===== src/rtl/ram_seq_pkg.sv =====
// rtl/ram_seq_pkg.sv - shared types and constants for the RAM byte-access sequencer
package ram_seq_pkg;
   typedef enum logic [1:0] {
      SZ_B   = 2'b00,
      SZ_H   = 2'b01,
      SZ_W   = 2'b10,
      SZ_ILL = 2'b11
   } mem_size_t;

   typedef enum logic [2:0] {
      IDLE,
      RD,
      RD_LAST,
      WR,
      RESP
   } seq_state_t;

   localparam int RAM_DEPTH  = 1536;
   localparam int BANK_BYTES = 512;

   // Byte count of an access; the illegal size reports 1 so range math stays harmless.
   function automatic logic [2:0] size_bytes(input mem_size_t sz);
      case (sz)
         SZ_H:    return 3'd2;
         SZ_W:    return 3'd4;
         default: return 3'd1;
      endcase
   endfunction
endpackage


===== src/rtl/ram_byte_access_seq_if.sv =====
// rtl/ram_byte_access_seq_if.sv - CPU request/response and byte-RAM port bundle
interface ram_byte_access_seq_if #(
   parameter int ADDR_W = 11
);
   logic              req_valid;
   logic              req_ready;
   logic              req_we;
   logic [1:0]        req_size;
   logic              req_uns;
   logic [ADDR_W-1:0] req_addr;
   logic [31:0]       req_wdata;
   logic              rsp_valid;
   logic [31:0]       rsp_rdata;
   logic              rsp_err;
   logic              ram_re;
   logic [ADDR_W-1:0] ram_raddr;
   logic [7:0]        ram_rdata;
   logic              ram_we;
   logic [ADDR_W-1:0] ram_waddr;
   logic [7:0]        ram_wdata;

   modport master (
      output req_valid, req_we, req_size, req_uns, req_addr, req_wdata, ram_rdata,
      input  req_ready, rsp_valid, rsp_rdata, rsp_err,
      input  ram_re, ram_raddr, ram_we, ram_waddr, ram_wdata
   );

   modport slave (
      input  req_valid, req_we, req_size, req_uns, req_addr, req_wdata, ram_rdata,
      output req_ready, rsp_valid, rsp_rdata, rsp_err,
      output ram_re, ram_raddr, ram_we, ram_waddr, ram_wdata
   );
endinterface


===== src/rtl/load_extend.sv =====
// rtl/load_extend.sv - sign/zero extension of assembled load data
module load_extend
   import ram_seq_pkg::*;
(
   input  logic [31:0] raw,
   input  mem_size_t   size,
   input  logic        uns,
   output logic [31:0] ext
);
   always_comb begin
      ext = raw;
      case (size)
         SZ_B:    ext = {{24{raw[7] & ~uns}}, raw[7:0]};
         SZ_H:    ext = {{16{raw[15] & ~uns}}, raw[15:0]};
         default: ext = raw;
      endcase
   end
endmodule


===== src/rtl/ram_byte_access_seq.sv =====
// rtl/ram_byte_access_seq.sv - sequences CPU 8/16/32-bit loads/stores into byte RAM accesses
// Optional: MISALIGNED_ACCESS_EN makes unaligned half/word legal (loads run 2 cycles per byte).
module ram_byte_access_seq #(
   parameter int ADDR_W    = 11,
   parameter int RAM_DEPTH = ram_seq_pkg::RAM_DEPTH
) (
   input logic                  clk,
   input logic                  rst_n,
   ram_byte_access_seq_if.slave bus
);
   import ram_seq_pkg::*;

`ifdef MISALIGNED_ACCESS_EN
   localparam bit MIS_EN = 1'b1;
`else
   localparam bit MIS_EN = 1'b0;
`endif

   seq_state_t        state, state_nx;
   logic [1:0]        cnt, last_idx, cap_idx;
   logic              cnt_inc, cap_en, phase, phase_nx;
   logic [ADDR_W-1:0] base;
   logic              we_r, uns_r, err_r, mis_r;
   mem_size_t         size_r;
   logic [31:0]       wdata_r, data_r, ext_data;

   mem_size_t         req_sz;
   logic [2:0]        req_n;
   logic [ADDR_W:0]   req_end;
   logic              req_mis, req_oor, req_err, accept;

   always_comb begin
      req_sz  = mem_size_t'(bus.req_size);
      req_n   = size_bytes(req_sz);
      req_mis = (req_sz == SZ_H && bus.req_addr[0]) ||
                (req_sz == SZ_W && bus.req_addr[1:0] != 2'b00);
      req_end = {1'b0, bus.req_addr} + (ADDR_W+1)'(req_n - 3'd1);
      req_oor = req_end >= (ADDR_W+1)'(RAM_DEPTH);
      req_err = (req_sz == SZ_ILL) || req_oor || (req_mis && !MIS_EN);
      accept  = bus.req_valid && (state == IDLE);
   end

   load_extend u_load_extend (
      .raw  (data_r),
      .size (size_r),
      .uns  (uns_r),
      .ext  (ext_data)
   );

   always_comb begin
      state_nx      = state;
      cnt_inc       = 1'b0;
      cap_en        = 1'b0;
      cap_idx       = cnt;
      phase_nx      = phase;
      bus.req_ready = 1'b0;
      bus.rsp_valid = 1'b0;
      bus.rsp_rdata = '0;
      bus.rsp_err   = 1'b0;
      bus.ram_re    = 1'b0;
      bus.ram_raddr = '0;
      bus.ram_we    = 1'b0;
      bus.ram_waddr = '0;
      bus.ram_wdata = '0;
      case (state)
         IDLE: begin
            bus.req_ready = 1'b1;
            if (bus.req_valid)
               state_nx = req_err ? RESP : (bus.req_we ? WR : RD);
         end
         RD: begin
            bus.ram_re    = 1'b1;
            bus.ram_raddr = base + ADDR_W'(cnt);
            if (mis_r) begin
               // Unpipelined: issue on phase 0, capture with the address held on phase 1.
               if (phase) begin
                  cap_en = 1'b1;
                  if (cnt == last_idx) state_nx = RESP;
                  else                 cnt_inc  = 1'b1;
               end
               phase_nx = ~phase;
            end else begin
               if (cnt != 2'd0) begin
                  cap_en  = 1'b1;
                  cap_idx = cnt - 2'd1;
               end
               if (cnt == last_idx) state_nx = RD_LAST;
               else                 cnt_inc  = 1'b1;
            end
         end
         RD_LAST: begin
            bus.ram_re    = 1'b1;
            bus.ram_raddr = base + ADDR_W'(last_idx);
            cap_en        = 1'b1;
            cap_idx       = last_idx;
            state_nx      = RESP;
         end
         WR: begin
            bus.ram_we    = 1'b1;
            bus.ram_waddr = base + ADDR_W'(cnt);
            bus.ram_wdata = wdata_r[{cnt, 3'b000} +: 8];
            if (cnt == last_idx) state_nx = RESP;
            else                 cnt_inc  = 1'b1;
         end
         RESP: begin
            bus.rsp_valid = 1'b1;
            bus.rsp_err   = err_r;
            bus.rsp_rdata = (err_r || we_r) ? 32'h0 : ext_data;
            state_nx      = IDLE;
         end
         default: state_nx = IDLE;
      endcase
   end

   always_ff @(posedge clk) begin
      if (!rst_n) begin
         state    <= IDLE;
         cnt      <= 2'd0;
         last_idx <= 2'd0;
         phase    <= 1'b0;
         base     <= '0;
         we_r     <= 1'b0;
         uns_r    <= 1'b0;
         err_r    <= 1'b0;
         mis_r    <= 1'b0;
         size_r   <= SZ_B;
         wdata_r  <= 32'h0;
         data_r   <= 32'h0;
      end else begin
         state <= state_nx;
         if (accept) begin
            cnt      <= 2'd0;
            last_idx <= 2'(req_n - 3'd1);
            phase    <= 1'b0;
            base     <= bus.req_addr;
            we_r     <= bus.req_we;
            uns_r    <= bus.req_uns;
            err_r    <= req_err;
            mis_r    <= req_mis && MIS_EN;
            size_r   <= req_sz;
            wdata_r  <= bus.req_wdata;
            data_r   <= 32'h0;
         end else begin
            phase <= phase_nx;
            if (cnt_inc) cnt <= cnt + 2'd1;
            if (cap_en)  data_r[{cap_idx, 3'b000} +: 8] <= bus.ram_rdata;
         end
      end
   end
endmodule


===== src/flat_wrapper.sv =====
// flat-port wrapper written by rule: the top's interface ports become plain ports
module ram_byte_access_seq_flat import ram_seq_pkg::*;
#(
   parameter int ADDR_W    = 11,
   parameter int RAM_DEPTH = ram_seq_pkg::RAM_DEPTH
)
  (clk, rst_n, bus_req_valid, bus_req_we, bus_req_size, bus_req_uns, bus_req_addr, bus_req_wdata, bus_ram_rdata, bus_req_ready, bus_rsp_valid, bus_rsp_rdata, bus_rsp_err, bus_ram_re, bus_ram_raddr, bus_ram_we, bus_ram_waddr, bus_ram_wdata);
  ram_byte_access_seq_if #(.ADDR_W(ADDR_W)) bus_i ();
  input logic clk;
  input logic rst_n;
  input wire logic [$bits(bus_i.req_valid)-1:0] bus_req_valid;
  input wire logic [$bits(bus_i.req_we)-1:0] bus_req_we;
  input wire logic [$bits(bus_i.req_size)-1:0] bus_req_size;
  input wire logic [$bits(bus_i.req_uns)-1:0] bus_req_uns;
  input wire logic [$bits(bus_i.req_addr)-1:0] bus_req_addr;
  input wire logic [$bits(bus_i.req_wdata)-1:0] bus_req_wdata;
  input wire logic [$bits(bus_i.ram_rdata)-1:0] bus_ram_rdata;
  output wire logic [$bits(bus_i.req_ready)-1:0] bus_req_ready;
  output wire logic [$bits(bus_i.rsp_valid)-1:0] bus_rsp_valid;
  output wire logic [$bits(bus_i.rsp_rdata)-1:0] bus_rsp_rdata;
  output wire logic [$bits(bus_i.rsp_err)-1:0] bus_rsp_err;
  output wire logic [$bits(bus_i.ram_re)-1:0] bus_ram_re;
  output wire logic [$bits(bus_i.ram_raddr)-1:0] bus_ram_raddr;
  output wire logic [$bits(bus_i.ram_we)-1:0] bus_ram_we;
  output wire logic [$bits(bus_i.ram_waddr)-1:0] bus_ram_waddr;
  output wire logic [$bits(bus_i.ram_wdata)-1:0] bus_ram_wdata;
  assign bus_i.req_valid = bus_req_valid;
  assign bus_i.req_we = bus_req_we;
  assign bus_i.req_size = bus_req_size;
  assign bus_i.req_uns = bus_req_uns;
  assign bus_i.req_addr = bus_req_addr;
  assign bus_i.req_wdata = bus_req_wdata;
  assign bus_i.ram_rdata = bus_ram_rdata;
  assign bus_req_ready = bus_i.req_ready;
  assign bus_rsp_valid = bus_i.rsp_valid;
  assign bus_rsp_rdata = bus_i.rsp_rdata;
  assign bus_rsp_err = bus_i.rsp_err;
  assign bus_ram_re = bus_i.ram_re;
  assign bus_ram_raddr = bus_i.ram_raddr;
  assign bus_ram_we = bus_i.ram_we;
  assign bus_ram_waddr = bus_i.ram_waddr;
  assign bus_ram_wdata = bus_i.ram_wdata;
  ram_byte_access_seq #(.ADDR_W(ADDR_W), .RAM_DEPTH(RAM_DEPTH)) u_core (.clk(clk), .rst_n(rst_n), .bus(bus_i));
endmodule

===== config.mk =====
export PLATFORM = sky130hd
export DESIGN_NAME = ram_byte_access_seq_flat
export DESIGN_NICKNAME = d
export VERILOG_FILES = /design/src/rtl/ram_seq_pkg.sv /design/src/rtl/ram_byte_access_seq_if.sv /design/src/rtl/load_extend.sv /design/src/rtl/ram_byte_access_seq.sv /design/src/flat_wrapper.sv
export SDC_FILE = /design/constraint.sdc
export NUM_CORES = 1
export LEC_CHECK = 0
export CAP_MARGIN = 40
export CORE_MARGIN = 8
export CORE_UTILIZATION = 52
export CTS_BUF_LIST = sky130_fd_sc_hd__clkbuf_8
export CTS_CLUSTER_DIAMETER = 30
export DETAILED_ROUTE_END_ITERATION = 8
export HOLD_SLACK_MARGIN = 0.12
export PLACE_DENSITY = 0.8
export REMOVE_ABC_BUFFERS = 1
export SKIP_LAST_GASP = 1
export SYNTH_ARGS = -nofsm -noshare
export SYNTH_HDL_FRONTEND = slang
export SYNTH_HIERARCHICAL = 1
export SYNTH_SLANG_ARGS = --single-unit

===== constraint.sdc =====
create_clock -name clk -period 4 [get_ports clk]
set_clock_uncertainty 0.05 [all_clocks]
set_input_delay 0.8 -clock clk [delete_from_list [all_inputs] [get_ports clk]]
set_output_delay 0.8 -clock clk [all_outputs]
set_load 0.02 [all_outputs]

=== Yosys cells after proc, flatten, opt, wreduce, memory -nomap -nowiden ===
Cells that the tools add are included.
Widths: inputs -> output; s select.

* Input bits: 58
* Logic and storage cells: 78
* Bits in registers: 87
* Output and inout bits: 67

* Shifts and indexed selects: 3
* $lt $le $gt $ge: 1
* Mux-type cells: 25
* Bitwise logic cells: 4
* Reduce and logical (&&, ||, !) cells: 15
* Eq/ne operators: 12
* Add/subtract/negate cells: 8

{| class="wikitable"
|+ Operators by type and width
! kind !! number
|-
| $mux 32 || 2
|-
| $pmux 32 s2 || 1
|-
| $bwmux 32 || 1
|-
| $shift 8x7->32 const A || 1
|-
| $shiftx 32x6->8 || 1
|-
| $shiftx 8x7->32 || 1
|-
| $add 11x2->11 || 2
|-
| $pmux 11 s2 || 1
|-
| $add 11x12->12 || 1
|-
| $ge 12x11->1 const B || 1
|-
| $mux 3 || 4
|-
| $pmux 3 s4 || 1
|-
| $mux 11 || 1
|-
| $mux 1 || 8
|-
| $mux 8 || 1
|-
| $neg 5->7 || 1
|-
| $eq 3x2->1 const B || 2
|-
| $pmux 3 s2 || 1
|-
| $reduce_or 2->1 || 3
|-
| $eq 2x1->1 const B || 2
|-
| $eq 2x2->1 const B || 2
|-
| $logic_or 1x1->1 || 4
|-
| $mux 2 || 2
|-
| $ne 2x1->1 const B || 2
|-
| other kinds (16) || 22
|}

=== Depth between registers and ports, before layout ===
Gate-level depths: netlist of the first run.

* Depth after elaboration: 10
* Gate-level depth with buffers: 12
* Depth with buffers taken out: 12

=== Modules after synthesis ===
Netlist of the first run, hierarchy kept.

{| class="wikitable"
|+ By module, submodules not included
! module !! seq. area each (sq um) !! instances !! cells each !! area an instance (sq um)
|-
| ram_byte_access_seq || 1741.7 || 1 || 595 || 4784.6
|-
| load_extend || 0.0 || 1 || 67 || 355.3
|}

=== Worst setup path before layout of the first run ===
OpenSTA, ideal clock, no wires.

* Kind: in2reg
* Start point: in bus_req_size[0]
* End point: reg u_core.state[1]
* Buffers on the path: 0
* Path slack: 1.108 ns
* Arrival: 2.726 ns
* Cell stages on the path: 12
* Path through: inv_1 > ha_1 > inv_1 > ha_1 > inv_1 > fa_1 > nor2b_1 > o2111ai_1 > a31oi_1 > mux2i_1 > a21oi_1 > a41o_1

* Longest elaborated chain between the ends: 10
* Elaborated cells on any way between the ends: 15
* Classes of those cells: add/sub (2); order compare (1); eq/ne (3); mux (4); reduce/logical (5)

{| class="wikitable"
|+ Ends and longest elaborated chain
! what !! line !! RTL
|-
| from (decl) || flat_wrapper.sv:13 || <nowiki>input wire logic [$bits(bus_i.req_size)-1:0] bus_req_size;</nowiki>
|-
| $eq 2x2->1 / $eq 2x1->1 (equally long branches) || ram_seq_pkg.sv:23, ram_byte_access_seq.sv:36, ram_byte_access_seq.sv:35 ||
|-
| $pmux 3 s2 || ram_seq_pkg.sv:23 || <nowiki>case (sz)</nowiki>
|-
| $sub 3x1->4 || ram_byte_access_seq.sv:37 || <nowiki>req_end = {1'b0, bus.req_addr} + (ADDR_W+1)'(req_n - 3'd1);</nowiki>
|-
| $add 11x12->12 || ram_byte_access_seq.sv:37 ||
|-
| $ge 12x11->1 || ram_byte_access_seq.sv:38 || <nowiki>req_oor = req_end >= (ADDR_W+1)'(RAM_DEPTH);</nowiki>
|-
| $logic_or 1x1->1 || ram_byte_access_seq.sv:39 || <nowiki>req_err = (req_sz == SZ_ILL) || req_oor || (req_mis && !MIS_EN);</nowiki>
|-
| $logic_or 1x1->1 (*) || ram_byte_access_seq.sv:39 ||
|-
| $mux 3 (*) || ram_byte_access_seq.sv:69 || <nowiki>state_nx = req_err ? RESP : (bus.req_we ? WR : RD);</nowiki>
|-
| $mux 3 (*) || ram_byte_access_seq.sv:68 || <nowiki>if (bus.req_valid)</nowiki>
|-
| $pmux 3 s4 (*) || ram_byte_access_seq.sv:65 || <nowiki>case (state)</nowiki>
|-
| to (signal assigned) || ram_byte_access_seq.sv:130 || <nowiki>state <= state_nx;</nowiki>
|-
| to (decl) || ram_byte_access_seq.sv:19 || <nowiki>seq_state_t state, state_nx;</nowiki>
|}

Mark *: on every way between the ends. The rest lies on a longest branch, timed or not. The select of a mux whose other input is x is not followed.
A chain may end at the register's enable or synchronous reset.

=== Worst setup path in the final report of the first run ===
* Start point: reg u_core.last_idx[0]
* End point: out bus_ram_raddr[10]

* Longest elaborated chain between the ends: 2

{| class="wikitable"
|+ Ends and longest elaborated chain
! what !! line !! RTL
|-
| from (decl) || ram_byte_access_seq.sv:20 || <nowiki>logic [1:0] cnt, last_idx, cap_idx;</nowiki>
|-
| from (signal assigned) || ram_byte_access_seq.sv:133 || <nowiki>last_idx <= 2'(req_n - 3'd1);</nowiki>
|-
| $add 11x2->11 || ram_byte_access_seq.sv:93 || <nowiki>bus.ram_raddr = base + ADDR_W'(last_idx);</nowiki>
|-
| $pmux 11 s2 || ram_byte_access_seq.sv:65 ||
|-
| to (decl) || flat_wrapper.sv:23 || <nowiki>output wire logic [$bits(bus_i.ram_raddr)-1:0] bus_ram_raddr;</nowiki>
|}

No other way between the ends.

==> results.md, run 1 <==
- Hold Path Depth: 2
- Worst r2r src: u_core/state[0]
- R2r endpoint: u_core/data_r[3]
- CTS tree: built
- Reg2Reg Setup Slack: 0.72 ns
- # IOs: 125
- Post-Synthesis Cells: 662
- TritonCTS buffer count: 9
- EDFF count, synth: 0
- Die outline height: 115 um
- Primary FF master, synth: dfxtp_1
- # setup viols final: 0
- Worst EP required: 3.15 ns
- Placed cells: 886
- Largest net degree at the start of global routing: 35
- Post-CTS Resized: 0
- Post-DP HPWL: 10.8 mm
- Drt pass-1 iters: 4
- Commonest non-fill, non-tap cells in the layout: nand2_1, clkdlybuf4s50_1, dfxtp_1
- Initial drt markers: 276
- Peak supply drop: 0.252 mV
- Final instance area: 6650 um2
- Leak pwr: 2.52 nW
- Maximum clock rate: 278 MHz
- WL final: 14.2 mm
- Syn-to-layout area delta: 29.4%
- Crit Path Category: reg -> out
- Number of unique standard cell types used by synthesis: 58
- Hold Path Origin: u_core/wdata_r[16]
- FP Rows: 36
- PwrDens: 323 nW/um2
- Htree depth: 3
- Mean post-synth cell area: 7.76 um2
- Final TNS setup: 0 ns
- Post-synthesis register bit count: 87
- Max Cap Violations: 0
- Die W: 115 um
- RSZ-0062 raised after global routing: false
- Status: complete, no violations
- Slew headroom: 0.427
- Critical Path AT: 2.74 ns
- Final net count: 852
- Hold Buf Count CTS: 0
- Worst-path fanout max: 4
- Post-route DRC: 0
- Placed cell area: 6430 um2
- Mapped Area: 5140 um2
- Worst Hold Class: reg -> reg
- Initial Util: 0.531
- Ratio of cells with drive above 1 in the final layout: 0.0599
- Vias: 5001
- Most common cell after layout, fill and taps aside: nand2_1
- Hold endpoint: u_core/wdata_r[16]
- Total GRT Usage: 0.216
- First-pass GRT wire length: 23.3 mm
- RD Place Congestion: 0.901
- Initial antenna violation count: 0
- Clock root buffer master: clkbuf_8
- R2R cell count: 9
- Core area: 9680 um2
- Skew-Pair Late Insertion Delay: 0.35 ns
- Yosys warns: 6
- Reg clk slew, reported paths: 0.09 ns
- Final hold violations: 0
- Longest Clk Path Bufs: 2
- Worst-Margin Slew: 0.858 ns
- Input/output buffers: 124
- CTS Sinks: 87
- Finished Layout Cells: 901
- Setup crit end kind: primary output
- Vias per inst: 5.55
- Post-CTS setup buffers: 0
- Diode count: 0
- Max-slew violations: 0
- Number of global-route vias before repair: 4866
- Gr ovfl total: 0
- Startpoint types: flip-flop
- Fin crit period: 3.59 ns
- Sequential area share after synthesis: 0.339
- Die area: 13300 um2
- Ys async rst share: 0
- Final antenna-violating net count: 0
- WL per Instance: 15.7 um
- Fin crit share: 0.899
-- kinds of logic after synthesis --
family,Yosys count,share of synthesized area
AO/OA/AOI/OAI,170,0.204
XOR/XNOR,13,0.0222
adder cells (fa/ha/maj),30,0.0774
buffers and inverters,67,0.0594
flip-flops,87,0.339
multiplexers,10,0.0397
other,1,0.000730
AND/OR/NAND/NOR,284,0.258
-- flip-flops by register name (all words and copies together) (netlist names), 2 cells and up --
| name | cells |
|---|---|
| u_core/last_idx | 2 |
| u_core/state | 3 |
| u_core/data_r | 32 |
| u_core/base | 11 |
| u_core/size_r | 2 |
| u_core/wdata_r | 32 |
| u_core/cnt | 2 |
-- routing by layer --
layer | wire length, um | vias up | global-route usage
met5 | 0 | - | 0
met4 | 220 | 0 | 0.0692
met3 | 955 | 19 | 0.0521
met2 | 6980 | 152 | 0.365
met1 | 6000 | 2355 | 0.263
li1 | - | 2475 | -
-- cell usage after synthesis, types with 8 or more instances --
cell | count | share of area
o21ai_0 | 34 | 0.033
and2_1 | 36 | 0.044
nand3_1 | 13 | 0.013
nand2_1 | 137 | 0.10
clkbuf_1 | 31 | 0.023
mux4_2 | 8 | 0.035
nor2_1 | 61 | 0.045
a22oi_1 | 34 | 0.050
buf_4 | 9 | 0.013
ha_1 | 27 | 0.066
xnor2_1 | 8 | 0.014
a21oi_1 | 66 | 0.064
inv_1 | 16 | 0.012
dfxtp_1 | 87 | 0.34
and3_1 | 13 | 0.016
-- final cells by class --
cell class / instances / area [um2]
fillers: 833 / 3030
clock inverters: 6 / 95.1
well taps: 133 / 166
multi-input cells: 515 / 3130
flip-flops and latches: 87 / 1740
inverters: 17 / 63.8
repair buffers: 134 / 1340
clock buffers: 9 / 124
-- per-stage QoR --
step / util / total power [W] / setup slack (ns) / hold WS [ns]
floorplan: - / 0.00128 / 0.474 / 0.383
global placement: 0.661 / 0.00147 / 0.414 / 0.390
detailed placement: 0.664 / 0.00150 / 0.337 / 0.395
CTS: 0.687 / 0.00216 / 0.400 / 0.407
global route: 0.687 / 0.00227 / 0.195 / 0.424
finish: 0.687 / 0.00215 / 0.406 / 0.406
-- critical path, stage by stage, from the launching register on --
cell and delay (ns):
dfxtp_1 0.42, ha_1 0.23, fa_1 0.23, nand3_1 0.14, or2_2 0.35, o21ai_0 0.13
o21ai_0 0.10, a22o_1 0.26, clkdlybuf4s50_1 0.54
-- how the worst max path moves through the flow --
stage,startpoint,end,cells past startpoint
2_1_floorplan,u_core/state[1],bus_rsp_rdata[0],3
3_3_place_gp,bus_req_size[0],u_core/state[1],13
3_5_place_dp,bus_req_size[0],u_core/err_r,13
4_1_cts,u_core/last_idx[0],bus_ram_raddr[10],8
5_1_grt,u_core/last_idx[0],bus_ram_raddr[10],8
6_report,u_core/last_idx[0],bus_ram_raddr[10],8
-- report_power, final --
group | switching [W] | leakage, nW | total [W] | internal [W]
logic | 0.000277 | 1.71 | 0.000489 | 0.000211
clock network | 0.000315 | 0.103 | 0.000669 | 0.000353
registers | 0.0000678 | 0.709 | 0.000993 | 0.000926
No activity file was read; power rests on OpenSTA's default activity.
==> run 2: changes to the inputs <==
--- a/config.mk
+++ b/config.mk
@@ -7,12 +7,12 @@
 export LEC_CHECK = 0
 export CAP_MARGIN = 40
 export CORE_MARGIN = 8
-export CORE_UTILIZATION = 52
+export CORE_UTILIZATION = 54
 export CTS_BUF_LIST = sky130_fd_sc_hd__clkbuf_8
 export CTS_CLUSTER_DIAMETER = 30
 export DETAILED_ROUTE_END_ITERATION = 8
 export HOLD_SLACK_MARGIN = 0.12
-export PLACE_DENSITY = 0.8
+export PLACE_DENSITY = 0.83
 export REMOVE_ABC_BUFFERS = 1
 export SKIP_LAST_GASP = 1
 export SYNTH_ARGS = -nofsm -noshare
==> constraint.sdc (replaced) <==
create_clock -name clk -period 4.3 [get_ports clk]
set_clock_uncertainty 0.05 [all_clocks]
set_input_delay 0.86 -clock clk [delete_from_list [all_inputs] [get_ports clk]]
set_output_delay 0.86 -clock clk [all_outputs]
set_load 0.02 [all_outputs]
==> results.md, run 2 (synthesized netlist as in run 1, its figures left out) <==
- Input/output buffers: 124 (unchanged)
- Clock root buffer master: clkbuf_8
- Gr ovfl total: 0 (unchanged)
- Top Registers: u_core/data_r: 32 flops, u_core/wdata_r: 32 flops, u_core/base: 11 flops
- Hold endpoint: u_core/wdata_r[27]
- Startpoint types: flip-flop
- Vias per inst: 5.64 (+1.6%)
- WL final: 14.3 mm (+1.1%)
- Setup crit end kind: primary output
- CTS Sinks: 87 (unchanged)
- TritonCTS buffer count: 9 (unchanged)
- Total GRT Usage: 0.226 (+0.0102)
- Commonest non-fill, non-tap cells in the layout: nand2_1, clkdlybuf4s50_1, dfxtp_1
- Peak supply drop: 0.199 mV (-21%)
- Die area: 12900 um2 (-3.2%)
- FP Rows: 35 (-2.8%)
- Slew headroom: 0.419 (-0.00805)
- Worst-path fanout max: 22 (+18)
- Die outline height: 114 um (-1.6%)
- RD Place Congestion: 0.883 (-2.0%)
- WL per Instance: 16.0 um (+1.8%)
- Drt pass-1 iters: 5 (+1)
- Worst-Margin Slew: 0.870 ns (+0.0121 ns)
- Critical Path AT: 3.06 ns (+0.32 ns)
- Skew-Pair Late Insertion Delay: 0.35 ns (about the same)
- R2R cell count: 9 (unchanged)
- Initial drt markers: 311 (+13%)
- Longest Clk Path Bufs: 2 (unchanged)
- Vias: 5045 (+0.88%)
- Placed cell area: 6380 um2 (-0.76%)
- Final instance area: 6590 um2 (-0.98%)
- Hold Path Origin: u_core/wdata_r[27]
- Number of global-route vias before repair: 5065 (+4.1%)
- Most common cell after layout, fill and taps aside: nand2_1
- Fin crit period: 3.97 ns
- Largest net degree at the start of global routing: 35 (unchanged)
- # setup viols final: 0 (unchanged)
- Leak pwr: 2.50 nW (-0.96%)
- Final net count: 849 (-0.35%)
- Final TNS setup: 0 ns (unchanged)
- Final antenna-violating net count: 0 (unchanged)
- PwrDens: 296 nW/um2 (-8.5%)
- Worst r2r src: u_core/state[1]
- RSZ-0062 raised after global routing: false
- Reg clk slew, reported paths: 0.09 ns (about the same)
- Hold Path Depth: 2 (unchanged)
- Hold slack: 0.408 ns (+0.00202 ns)
- Diode count: 0 (unchanged)
- Max-slew violations: 0 (unchanged)
- Initial antenna violation count: 0 (unchanged)
- Worst EP required: 3.39 ns (+0.24 ns)
- Final hold violations: 0 (unchanged)
- Htree depth: 3 (unchanged)
- Reg2Reg Setup Slack: 0.81 ns (+0.09 ns)
- Maximum clock rate: 252 MHz
- CTS tree: built
- Initial Util: 0.556 (+0.0255)
- Crit Path Category: reg -> out
- Post-CTS setup buffers: 0 (unchanged)
- Fin util: 0.713 (+0.0260)
- Syn-to-layout area delta: 28.2%
- Core area: 9240 um2 (-4.6%)
- Hold Buf Count CTS: 0 (unchanged)
- First-pass GRT wire length: 24.2 mm (+3.9%)
- Post-DP HPWL: 10.9 mm (+0.95%)
- Status: complete, no violations
- Fin crit share: 0.922
- Worst Hold Class: reg -> reg
- Post-CTS Resized: 0 (unchanged)
- Die W: 114 um (-1.6%)
- # IOs: 125 (unchanged)
- R2r endpoint: u_core/data_r[3]
- Ratio of cells with drive above 1 in the final layout: 0.0561 (-0.00376)
- Post-route DRC: 0 (unchanged)
- Max Cap Violations: 0 (unchanged)
## run 2: cell types whose count changed in the layout (fill, tap and decap cells not counted), sizes merged
cell	previous run	this run
buf	10	7
inv	17	19
bufinv	2	1
clkinv	2	3
clkinvlp	2	1
## run 2: worst max-delay path by stage
stage | start | endpoint | slack, ns | depth (start not counted)
4_1_cts | u_core/state[1] | bus_ram_raddr[4] | 0.32 | 6
3_5_place_dp | bus_req_size[0] | u_core/err_r | 0.53 | 13
6_report | u_core/state[1] | bus_ram_raddr[4] | 0.33 | 6
2_1_floorplan | u_core/state[1] | bus_rsp_rdata[0] | 0.71 | 3
5_1_grt | u_core/state[1] | bus_ram_raddr[4] | 0.12 | 6
3_3_place_gp | bus_req_size[0] | u_core/state[1] | 0.67 | 13
## run 2: final cells by class
class / count / area, um2
timing repair buffer: 131 / 1290
inverter: 17 / 63.8
clock inverter: 7 / 78.8
multi-input combinational: 515 / 3120
tap: 129 / 161
sequential: 87 / 1740
clock buffer: 9 / 124
fill: 762 / 2650
## run 2: worst max-delay path, cell delays in order (launching register included)
cell             delay [ns]
dfxtp_1                0.71
nand2b_1               0.16
nor2_1                 0.65
a22o_1                 0.27
a31oi_1                0.09
a21oi_1                0.17
clkdlybuf4s50_1        0.63
## run 2: metrics by stage
| step | instances | setup slack, ns | power (W) |
|---|---|---|---|
| floorplan | 619 | 0.714 | 0.00119 |
| global placement | 879 | 0.669 | 0.00136 |
| detailed placement | 879 | 0.530 | 0.00138 |
| CTS | 895 | 0.323 | 0.00196 |
| global route | 895 | 0.124 | 0.00205 |
| finish | 895 | 0.335 | 0.00195 |
## run 2: report_power, final
group          leakage [nW]  total [W]  internal (W)  switching (W)
logic                  1.68   0.000441      0.000186       0.000255
registers             0.709   0.000927      0.000861      0.0000659
clock network         0.103   0.000580      0.000277       0.000304
total                  2.50    0.00195       0.00132       0.000625
## run 2: routing by layer
metal,vias up,wire (um),GRT usage
met2,197,7080,0.394
met3,18,1160,0.0544
met5,-,0,0
li1,2468,-,-
met1,2362,5820,0.261
met4,0,245,0.0853
==> run 3: changes to the inputs <==
--- a/config.mk
+++ b/config.mk
@@ -5,14 +5,13 @@
 export SDC_FILE = /design/constraint.sdc
 export NUM_CORES = 1
 export LEC_CHECK = 0
-export CAP_MARGIN = 40
 export CORE_MARGIN = 8
-export CORE_UTILIZATION = 54
+export CORE_UTILIZATION = 53
 export CTS_BUF_LIST = sky130_fd_sc_hd__clkbuf_8
 export CTS_CLUSTER_DIAMETER = 30
 export DETAILED_ROUTE_END_ITERATION = 8
 export HOLD_SLACK_MARGIN = 0.12
-export PLACE_DENSITY = 0.83
+export PLACE_DENSITY = 0.85
 export REMOVE_ABC_BUFFERS = 1
 export SKIP_LAST_GASP = 1
 export SYNTH_ARGS = -nofsm -noshare
==> results.md, run 3 (synthesized netlist as in run 1, its figures left out) <==
- Die outline height: 114 um (+0.81%)
- Drt pass-1 iters: 6 (+1)
- WL final: 14.5 mm (+1.0%)
- Startpoint types: flip-flop
- Setup crit end kind: primary output
- Ratio of cells with drive above 1 in the final layout: 0.0586 (+0.00246)
- Initial Util: 0.536 (-0.0205)
- Top Registers: u_core/data_r: 32 flops, u_core/wdata_r: 32 flops, u_core/base: 11 flops
- Final TNS setup: 0 ns (unchanged)
- Vias per inst: 5.70 (+1.2%)
- Reg2Reg Setup Slack: 0.73 ns (-0.08 ns)
- Total GRT Usage: 0.227 (+0.00128)
- Critical Path Slowest Stage Cell: dfxtp_1
- Reg clk slew, reported paths: 0.09 ns (about the same)
- Syn-to-layout area delta: 28.7%
- Worst r2r src: u_core/state[1]
- Largest stage delay on the critical path: 0.79 ns (+0.08 ns)
- Status: complete, no violations
- Post-DP HPWL: 11.0 mm (+0.79%)
- Final Worst Setup Slack: 0.501 ns (+0.166 ns)
- Critical path cell sequence: or3b_1 -> a21oi_1 -> a221o_1 -> nand2_1 -> o21ai_0 -> clkdlybuf4s50_1
- Skew-Pair Late Insertion Delay: 0.36 ns (about the same)
- Post-route DRC: 0 (unchanged)
- WL per Instance: 16.0 um (+0.33%)
- Diode count: 0 (unchanged)
- Worst Hold Class: reg -> reg
- Commonest non-fill, non-tap cells in the layout: nand2_1, clkdlybuf4s50_1, dfxtp_1
- Hold Buf Count CTS: 0 (unchanged)
- First-pass GRT wire length: 24.2 mm (-0.28%)
- # setup viols final: 0 (unchanged)
- Critical Path AT: 2.89 ns (-0.17 ns)
- Hold Path Origin: u_core/wdata_r[7]
- Post-CTS setup buffers: 0 (unchanged)
- Input/output buffers: 124 (unchanged)
- Crit Path Category: reg -> out
- Max-slew violations: 0 (unchanged)
- Gr ovfl total: 0 (unchanged)
- Worst-Margin Slew: 0.877 ns (+0.00643 ns)
- CTS Sinks: 87 (unchanged)
- Most common cell after layout, fill and taps aside: nand2_1
- PwrDens: 298 nW/um2 (+0.73%)
- Final antenna-violating net count: 0 (unchanged)
- Maximum clock rate: 263 MHz (+4.4%)
- Fin crit share: 0.884 (-0.0385)
- Peak supply drop: 0.190 mV (-4.5%)
- Clock root buffer master: clkbuf_8
- Leak pwr: 2.51 nW (+0.47%)
- Core area: 9590 um2 (+3.8%)
- Hold Path Depth: 2 (unchanged)
- Number of global-route vias before repair: 5077 (+0.24%)
- Worst EP required: 3.39 ns (about the same)
- Final hold violations: 0 (unchanged)
- Slew headroom: 0.416 (-0.00349)
- R2R cell count: 9 (unchanged)
- RSZ-0062 raised after global routing: false
- FP Rows: 36 (+2.9%)
- Initial drt markers: 303 (-2.6%)
- Tot Pwr: 0.00197 W (+1.2%)
- Vias: 5140 (+1.9%)
- Final net count: 851 (+0.24%)
- Setup WS pre-CTS: 0.581 ns (+0.0513 ns)
- Placed cells: 885 (+0.68%)
- Longest Clk Path Bufs: 2 (unchanged)
- RD Place Congestion: 0.901 (+2.0%)
- Max Cap Violations: 0 (unchanged)
- Die area: 13100 um2 (+1.6%)
- # IOs: 125 (unchanged)
- Initial antenna violation count: 0 (unchanged)
- Die W: 114 um (+0.81%)
- Worst-path fanout max: 22 (unchanged)
- CTS tree: built
- TritonCTS buffer count: 9 (unchanged)
- Finished Layout Cells: 901 (+0.67%)
- Fin crit period: 3.80 ns (-0.166 ns)
- Post-CTS Resized: 0 (unchanged)
- Htree depth: 3 (unchanged)
- Setup crit start: u_core/state[1]
- Largest net degree at the start of global routing: 37 (+5.7%)
run 3: cell count changes in the layout (fill, tap and decap cells not counted), sizes merged:
cell    previous run  this run
buf                7         9
clkinv             3         2
inv               19        20
run 3: per-layer routing:
metal | share of wire | vias to the layer above | GRT usage
li1 | - | 2479 | -
met1 | 0.40 | 2426 | 0.255
met2 | 0.49 | 201 | 0.387
met3 | 0.084 | 34 | 0.0738
met4 | 0.022 | 0 | 0.0941
met5 | 0 | - | 0
run 3: cell type report:
type                    count  area, um2
inverters                  17       63.8
clock buffers               9        124
well taps                 133        166
repair buffers            133       1310
clock inverters             7       86.3
flip-flops and latches     87       1740
fillers                   829       2980
multi-input cells         515       3120
run 3: path summary, 6_finish.rpt:
path | end
setup reg to reg | u_core/data_r[1]
setup / recovery | bus_ram_raddr[5]
hold reg to reg | u_core/wdata_r[7]
hold / removal | u_core/wdata_r[7]
run 3: stage by stage:
stage	hold WS, ns	utilization	area, um2
2_1_floorplan	0.383	-	4920
3_3_place_gp	0.390	0.668	6400
3_5_place_dp	0.397	0.668	6400
4_1_cts	0.409	0.689	6620
5_1_grt	0.422	0.689	6620
6_report	0.408	0.689	6620
run 3: worst max-delay path: cells and delay by family (launching register included):
kind,cells,cell delay [ns]
AOI/OAI and AO/OA,3,0.43
buffers and inverters,1,0.65
DFF,1,0.79
and+or+nand+nor,2,0.65
run 3: report_power, final:
group | switching, W | internal (W) | leakage, nW | total [W]
Clock | 0.000318 | 0.000282 | 0.104 | 0.000599
Sequential | 0.0000665 | 0.000861 | 0.709 | 0.000928
Combinational | 0.000256 | 0.000188 | 1.69 | 0.000444
